`config.mk`:
```
export PLATFORM = sky130hd
export DESIGN_NAME = apb_req_arbiter
export DESIGN_NICKNAME = d
export VERILOG_FILES = /design/src/rtl/apb_arb_pkg.sv /design/src/rtl/apb_rr_pick.sv /design/src/rtl/apb_req_arbiter.sv
export SDC_FILE = /design/constraint.sdc
export NUM_CORES = 1
export LEC_CHECK = 0
export ABC_AREA = 1
export CAP_MARGIN = 20
export CORE_MARGIN = 1.5
export CORE_UTILIZATION = 36
export DETAILED_ROUTE_END_ITERATION = 16
export PLACE_DENSITY = 0.84
export SKIP_LAST_GASP = 1
export SYNTH_ARGS = -nofsm -noshare
export SYNTH_HDL_FRONTEND = slang
export SYNTH_SLANG_ARGS = --single-unit
```
`constraint.sdc`:
```
create_clock -name PCLK -period 1.7 [get_ports PCLK]
set_clock_uncertainty 0.2 [all_clocks]
set_input_delay 0.34 -clock PCLK [delete_from_list [all_inputs] [get_ports PCLK]]
set_output_delay 0.34 -clock PCLK [all_outputs]
set_load 0.02 [all_outputs]
```
`src/rtl/apb_arb_pkg.sv`:
```
// apb_arb_pkg: shared definitions for the APB requester arbiter.
// FSM state encoding, size limit and the one-hot decode helper.
package apb_arb_pkg;

    localparam int MAX_NREQ = 8;

    typedef enum logic [1:0] {
        ARB    = 2'd0,
        ISSUE  = 2'd1,
        SETUP  = 2'd2,
        ACCESS = 2'd3
    } arb_state_e;

    function automatic int onehot_to_idx(input logic [MAX_NREQ-1:0] oh);
        int idx;
        idx = 0;
        for (int i = 0; i < MAX_NREQ; i++) begin
            if (oh[i]) begin
                idx = i;
            end
        end
        return idx;
    endfunction

endpackage

```
`src/rtl/apb_rr_pick.sv`:
```
// apb_rr_pick: combinational round-robin winner selection.
// Searches upward from ptr+1 with wrap-around; result is one-hot or zero.
module apb_rr_pick
    import apb_arb_pkg::*;
#(
    parameter int NREQ = 2,
    parameter int IW   = (NREQ > 1) ? $clog2(NREQ) : 1
) (
    input  logic [NREQ-1:0] eligible,
    input  logic [IW-1:0]   ptr,
    output logic [NREQ-1:0] win,
    output logic [IW-1:0]   win_idx
);

    logic [NREQ-1:0]     hi;
    logic [NREQ-1:0]     lo;
    logic [NREQ-1:0]     cand;
    logic [MAX_NREQ-1:0] win_pad;

    // Candidates above the pointer outrank the wrapped-around ones.
    always_comb begin
        hi = '0;
        lo = '0;
        for (int i = 0; i < NREQ; i++) begin
            if (eligible[i]) begin
                if (i > int'(ptr)) begin
                    hi[i] = 1'b1;
                end else begin
                    lo[i] = 1'b1;
                end
            end
        end
        cand = (|hi) ? hi : lo;
        win  = cand & (~cand + NREQ'(1));
    end

    always_comb begin
        win_pad             = '0;
        win_pad[NREQ-1:0]   = win;
        win_idx             = IW'(onehot_to_idx(win_pad));
    end

endmodule

```
`src/rtl/apb_req_arbiter.sv`:
```
// apb_req_arbiter: shares one APB master among NREQ requesters.
// Round-robin grant, latched command, and local tracking of the APB phase.
module apb_req_arbiter
    import apb_arb_pkg::*;
#(
    parameter int NREQ = 2,
    parameter int AW   = 32,
    parameter int DW   = 32
) (
    input  logic              PCLK,
    input  logic              PRESETn,
    input  logic [NREQ-1:0]   req_valid,
    input  logic [NREQ-1:0]   req_mask,
    input  logic [NREQ-1:0]   req_write,
    input  logic [NREQ*AW-1:0] req_addr,
    input  logic [NREQ*DW-1:0] req_wdata,
    input  logic [NREQ*DW/8-1:0] req_strb,
    output logic [NREQ-1:0]   rsp_done,
    output logic [NREQ-1:0]   rsp_err,
    output logic [NREQ-1:0]   grant,
    output logic              m_transfer,
    output logic              m_write,
    output logic [AW-1:0]     m_addr,
    output logic [DW-1:0]     m_wdata,
    output logic [DW/8-1:0]   m_strb,
    input  logic              m_ready,
    input  logic              m_slverr
);

    localparam int SW = DW / 8;
    localparam int IW = (NREQ > 1) ? $clog2(NREQ) : 1;

    arb_state_e state;
    arb_state_e state_nx;

    logic [IW-1:0]   ptr;
    logic [NREQ-1:0] eligible;
    logic [NREQ-1:0] win;
    logic [IW-1:0]   win_idx;
    logic            load;
    logic            clr;

    logic            sel_write;
    logic [AW-1:0]   sel_addr;
    logic [DW-1:0]   sel_wdata;
    logic [SW-1:0]   sel_strb;

    assign eligible = req_valid & req_mask;

    apb_rr_pick #(
        .NREQ (NREQ),
        .IW   (IW)
    ) u_pick (
        .eligible (eligible),
        .ptr      (ptr),
        .win      (win),
        .win_idx  (win_idx)
    );

    // One-hot mux of the winning requester's command fields.
    always_comb begin
        sel_write = 1'b0;
        sel_addr  = '0;
        sel_wdata = '0;
        sel_strb  = '0;
        for (int i = 0; i < NREQ; i++) begin
            if (win[i]) begin
                sel_write = req_write[i];
                sel_addr  = req_addr[i*AW +: AW];
                sel_wdata = req_wdata[i*DW +: DW];
                sel_strb  = req_strb[i*SW +: SW];
            end
        end
    end

    always_ff @(posedge PCLK) begin
        if (!PRESETn) begin
            state <= ARB;
        end else begin
            state <= state_nx;
        end
    end

    always_comb begin
        state_nx = state;
        load     = 1'b0;
        clr      = 1'b0;
        unique case (state)
            ARB: begin
                if (|eligible) begin
                    load     = 1'b1;
                    state_nx = ISSUE;
                end
            end
            ISSUE: begin
                state_nx = SETUP;
            end
            SETUP: begin
                state_nx = ACCESS;
            end
            ACCESS: begin
                if (m_ready) begin
                    clr      = 1'b1;
                    state_nx = ARB;
                end
            end
            default: begin
                state_nx = ARB;
            end
        endcase
    end

    always_ff @(posedge PCLK) begin
        if (!PRESETn) begin
            grant   <= '0;
            ptr     <= IW'(NREQ - 1);
            m_write <= 1'b0;
            m_addr  <= '0;
            m_wdata <= '0;
            m_strb  <= '0;
        end else if (load) begin
            grant   <= win;
            ptr     <= win_idx;
            m_write <= sel_write;
            m_addr  <= sel_addr;
            m_wdata <= sel_wdata;
            m_strb  <= sel_strb;
        end else if (clr) begin
            grant   <= '0;
        end
    end

    // Master leaves IDLE on the single ISSUE cycle only.
    assign m_transfer = (state == ISSUE);
    assign rsp_done   = (state == ACCESS && m_ready) ? grant : '0;
    assign rsp_err    = m_slverr ? rsp_done : '0;

endmodule
```
=== Word level (Yosys, flattened, before mapping) ===
Cells that the tools add are included.

* Add/sub/neg operators: 1
* $lt $le $gt $ge: 1
* Equality and inequality tests: 5
* Multiplexer cells: 26
* Bitwise gates (word level): 3
* Reductions and logical operators: 5

{| class="wikitable"
|+ Operators with widths
! kind !! count
|-
| $mux W32 || 4
|-
| $mux W2 || 7
|-
| $mux W1 || 12
|-
| $mux W4 || 2
|-
| $pmux W2 S4 || 1
|-
| $and A2 B2 Y2 || 2
|-
| $eq A2 B2 Y1 const B || 2
|-
| $ne A2 B2 Y1 const B || 2
|-
| $add A2 B1 Y2 const B || 1
|-
| $eq A2 B1 Y1 const B || 1
|-
| $logic_not A2 Y1 || 1
|-
| $not A2 Y2 || 1
|-
| $reduce_and A2 Y1 || 1
|-
| $reduce_bool A2 Y1 || 1
|-
| $reduce_or A2 Y1 || 1
|-
| $gt A1 B1 Y1 const A || 1
|-
| $logic_and A1 B1 Y1 || 1
|}

* Bits in registers: 74
* Bits of input ports: 146
* Output and inout port bits: 76
* Logic and storage cells: 48

=== Longest topological paths before layout ===
* Depth after elaboration: 9
* Depth in mapped cells: 9
* Depth with buffers taken out: 7

=== Cells and area by module ===
A second synthesis with hierarchy kept.

* Cell total of the unflattened synthesis: 583
* Area, all modules: 3,797.4 µm²

{| class="wikitable"
|+ Modules (own cells, without submodules)
! module !! instances !! cells each !! area an instance (µm²) !! seq. area each (µm²)
|-
| apb_req_arbiter || 1 || 578 || 3,762.4 || 1,481.4
|-
| apb_rr_pick || 1 || 5 || 35.0 || 0.0
|}

=== Least setup slack after synthesis ===
Ideal clock, no wire load.

* Path type: register -> register
* Start point: reg state[0]
* End point: reg m_wdata[15]
* Setup time: 0.128 ns
* Data arrival time: 1.316 ns
* Required time: 1.372 ns
* Setup slack: 0.056 ns
* Stages on the path, launching flop included: 10
* Path buffers: 3
* Clock period less this slack: 1.644 ns
* Cell sequence: dfxtp_1 > inv_1 > ha_1 > buf_4 > buf_4 > buf_2 > nand4_1 > nand2_1 > nor2_1 > nor2_1

* Cells in the longest elaborated chain, start to end: 2

{| class="wikitable"
|+ Ends and longest elaborated chain
! what !! RTL line !! RTL
|-
| start, declared || apb_req_arbiter.sv:33 || <nowiki>arb_state_e state;</nowiki>
|-
| start signal, assigned || apb_req_arbiter.sv:80 || <nowiki>state <= state_nx;</nowiki>
|-
| $logic_not A2 Y1 || apb_req_arbiter.sv:88 || <nowiki>unique case (state)</nowiki>
|-
| $mux W1 || apb_req_arbiter.sv:88 ||
|-
| end signal, assigned || apb_req_arbiter.sv:126 || <nowiki>m_wdata <= sel_wdata;</nowiki>
|-
| end, declared || apb_req_arbiter.sv:24 || <nowiki>output logic [DW-1:0] m_wdata,</nowiki>
|}

Every way passes these cells.
A chain may end at the register's enable or synchronous reset.

=== Worst setup path after layout ===
* Start point: reg state[1]
* End point: reg state[0]

* Cells in the longest elaborated chain, start to end: 3
* Elaborated cells on any way between the ends: 8
* Those cells by class: 5 x eq/ne; 1 x mux; 2 x reduce/logical

{| class="wikitable"
|+ Ends and longest elaborated chain
! what !! RTL line
|-
| $eq A2 B2 Y1 or $logic_not A2 Y1 (tied branches) || apb_req_arbiter.sv:88
|-
| $ne A2 B2 Y1 (no source line) || n/a
|-
| $reduce_and A2 Y1 (no source line) || n/a
|}

Parallel ways exist; a longest one is shown, timed or not.

==> flow_summary.yaml <==
sta:
  fmax_mhz: 562
  fin_crit_sh_pct: 105
  max_slew_margin_pct: 83.0
  hold_violations: 0
  worst_pin_slew_ns: 0.256
  rsz0062_at_grt: "true"
  drv_slew: 0
  fin_ws_ns: -0.0793
  setup_viol: 57
  period_needed_ns: 1.78
run_status:
  status: "finished with violations"
  violations: "setup timing"
critical_path:
  critPathArrivalTime_ns: 1.79
  reg2reg_setup_slack_ns: -0.08
  cp-start-kind: "flip-flop"
  reg2regPathDepth: 8
  crit_fanout: 2
  r2r-end: "state[0]"
  startpoint: "state[1]"
  endpoint: "state[0]"
  required_ns: 1.71
  critical_path_class: "flip-flop to flip-flop"
  timing.rr.start: "state[1]"
  endpoint_kind: "flip-flop"
floorplanning:
  start_util_pct: 37.4
  fp.dieW_um: 110
  num_io_pins: 222
  rows: 38
  core_um2: 10900
  dieArea_um2: 12000
  die_h_um: 110
flow_run:
  maxCapViolCount: 0
power:
  leakage_nw: 3.52
  finalPower_w: 0.00869
  p_int_w: 0.00526
  p_per_area_nw_per_um2: 1200
  clockPowerShare_pct: 19.9
  ir_drop_uv: 826
  seqPwrFrac_pct: 25.1
  p_sw_w: 0.00343
  swShare_pct: 39.5
  comb_power_share_pct: 55.0
placed_design:
  place_ws_ns: -0.567
  place.gp.congestion: 0.770
  portBuffers: 221
  placed_cells: 993
  postPlaceCellArea_um2: 6600
  place.detailed.hpwl_um: 9730
clock_tree:
  ctsHoldBuffers: 0
  numCtsBuffers: 9
  worst_skew_pair.late_latency_ns: 0.32
  clockBufferDepth: 2
  htreeDepth: 3
  numClockSinks: 74
  clk_pin_slew_ns: 0.06
  clockRootBuffer: "clkbuf_16"
  cts_tree: "yes"
logic_synthesis:
  synthSimpleGateAreaFrac_pct: 49.7
  syn_inst: 654
  netlist_area_um2: 4090
  netlist-cell-type-count: 20
  syn_nets: 805
  ys_seq_elements: 74
  yosysWarnings: 0
  synth_top_family_by_area: "simple AND/OR/NAND/NOR gates"
  synth_fa_ha_area_share_pct: 1.53
  synth.avg_cell_area_um2: 6.25
  synth_mux_area_share_pct: 0
  synth_xor_area_share_pct: 0
  synth_compound_area_share_pct: 1.07
  yosysSeqAreaShare_pct: 36.2
cells_and_area:
  fillers: 982
  antenna_cells: 0
  nNetsFinal: 1031
  final_cell_mix: "170 x nor2_1, 144 x clkdlybuf4s50_1, 140 x nand2_1, 72 x dfxtp_1, 72 x dlygate4sd2_1"
  final_area_um2: 7260
  area_growth_pct: 77.4
  instances_no_fill: 1025
  final_common_cell: "nor2_1"
  drive_gt1_share_pct: 11.8
  fin_util_pct: 66.4
drt:
  first_pass_iters: 7
  wl_per_cell_um: 15.4
  drtIter0Drc: 345
  vias: 5124
  route.detailed.drc: 0
  vias_per_cell: 5.00
  wl_um: 15800
  final_antenna_net_count: 0
grt:
  antenna_found_initial: 0
  grt_pass1_wl_um: 23000
  grt.total_usage_pct: 24.5
  overflow: 0
  grt_max_degree: 40
  grt_pass1_vias: 4777
worst_hold_path:
  worstHoldPathType: "flip-flop to flip-flop"
Yosys cell counts:
library cell	count	area [um^2]
a21oi_1	5	25.0
buf_2	35	175
buf_4	7	52.6
buf_6	2	22.5
clkbuf_1	10	37.5
dfxtp_1	74	1480
ha_1	5	62.6
inv_1	44	165
inv_2	4	15.0
nand2_1	142	533
nand2_2	3	18.8
nand2_4	1	11.3
nand3_1	37	185
nand4_1	69	432
nor2_1	172	646
nor3_1	39	195
o21ai_0	2	10.0
o21ai_2	1	8.76
or2_1	1	6.26
or2_2	1	6.26
logic make-up after synthesis:
family                   count (synthesis)
AND/OR/NAND/NOR                        465
adder cells (fa/ha/maj)                  5
buffers and inverters                  102
AO/OA/AOI/OAI                            8
flip-flops                              74
flip-flops by register name, indices dropped and copies added (netlist names):
name     count
state        2
m_addr      32
ptr          1
m_write      1
grant        2
m_strb       4
m_wdata     32
worst min path at each step:
stage                     slack [ns]  cells after the start  end  startpoint
after floorplan                 0.24                      2  ptr         ptr
after detailed placement        0.26                      2  ptr         ptr
after global placement          0.25                      2  ptr         ptr
after global routing            0.32                      2  ptr         ptr
final                           0.28                      2  ptr         ptr
after CTS                       0.28                      2  ptr         ptr
power by group through the flow:
stage | Clock, W | Sequential, W | Combinational (W)
after CTS | 0.00175 | 0.00218 | 0.00420
after floorplan | 0 | 0.00253 | 0.00187
after detailed placement | 0 | 0.00221 | 0.00373
after global placement | 0 | 0.00220 | 0.00369
final | 0.00173 | 0.00218 | 0.00477
after global routing | 0.00184 | 0.00222 | 0.00512
per-stage QoR:
step | hold slack, ns | TNS (ns)
CTS | 0.276 | -2.24
floorplan | 0.241 | 0
global placement | 0.254 | -18.19
global route | 0.322 | -8.27
detailed placement | 0.262 | -19.44
finish | 0.277 | -1.78
worst max-delay path, stage by stage (launching register included):
cell and delay [ns]:
dfxtp_2 0.36, buf_6 0.12, inv_4 0.03, buf_6 0.11
buf_4 0.13, ha_1 0.17, or2_2 0.30, o21ai_1 0.20
a21oi_1 0.06
area by class of cell:
cell class | instances | area [um^2] | area share (%)
Timing Repair Buffer | 268 | 2840 | 39.1
Multi-Input combinational cell | 479 | 2310 | 31.8
Sequential cell | 74 | 1480 | 20.5
Clock buffer | 13 | 250 | 3.45
Inverter | 48 | 188 | 2.59
Tap cell | 140 | 175 | 2.41
Clock inverter | 3 | 15.0 | 0.207
timing repair:
| item | in CTS | in global routing |
|---|---|---|
| pin swaps | 3 | 11 |
| setup buffers | 5 | 0 |
| gates resized for setup | 123 | 33 |
| endpoints found under the setup margin | 133 | 79 |
| gates cloned | 5 | 6 |
per-layer routing:
metal / vias to the layer above / GRT usage, % / share of wire [%]
li1: 2558 / - / -
met1: 2298 / 28.9 / 40
met2: 230 / 41.7 / 47
met3: 38 / 6.99 / 10
met4: 0 / 9.93 / 2.9
met5: - / 0 / 0
Power figures use the tool's default switching activity.
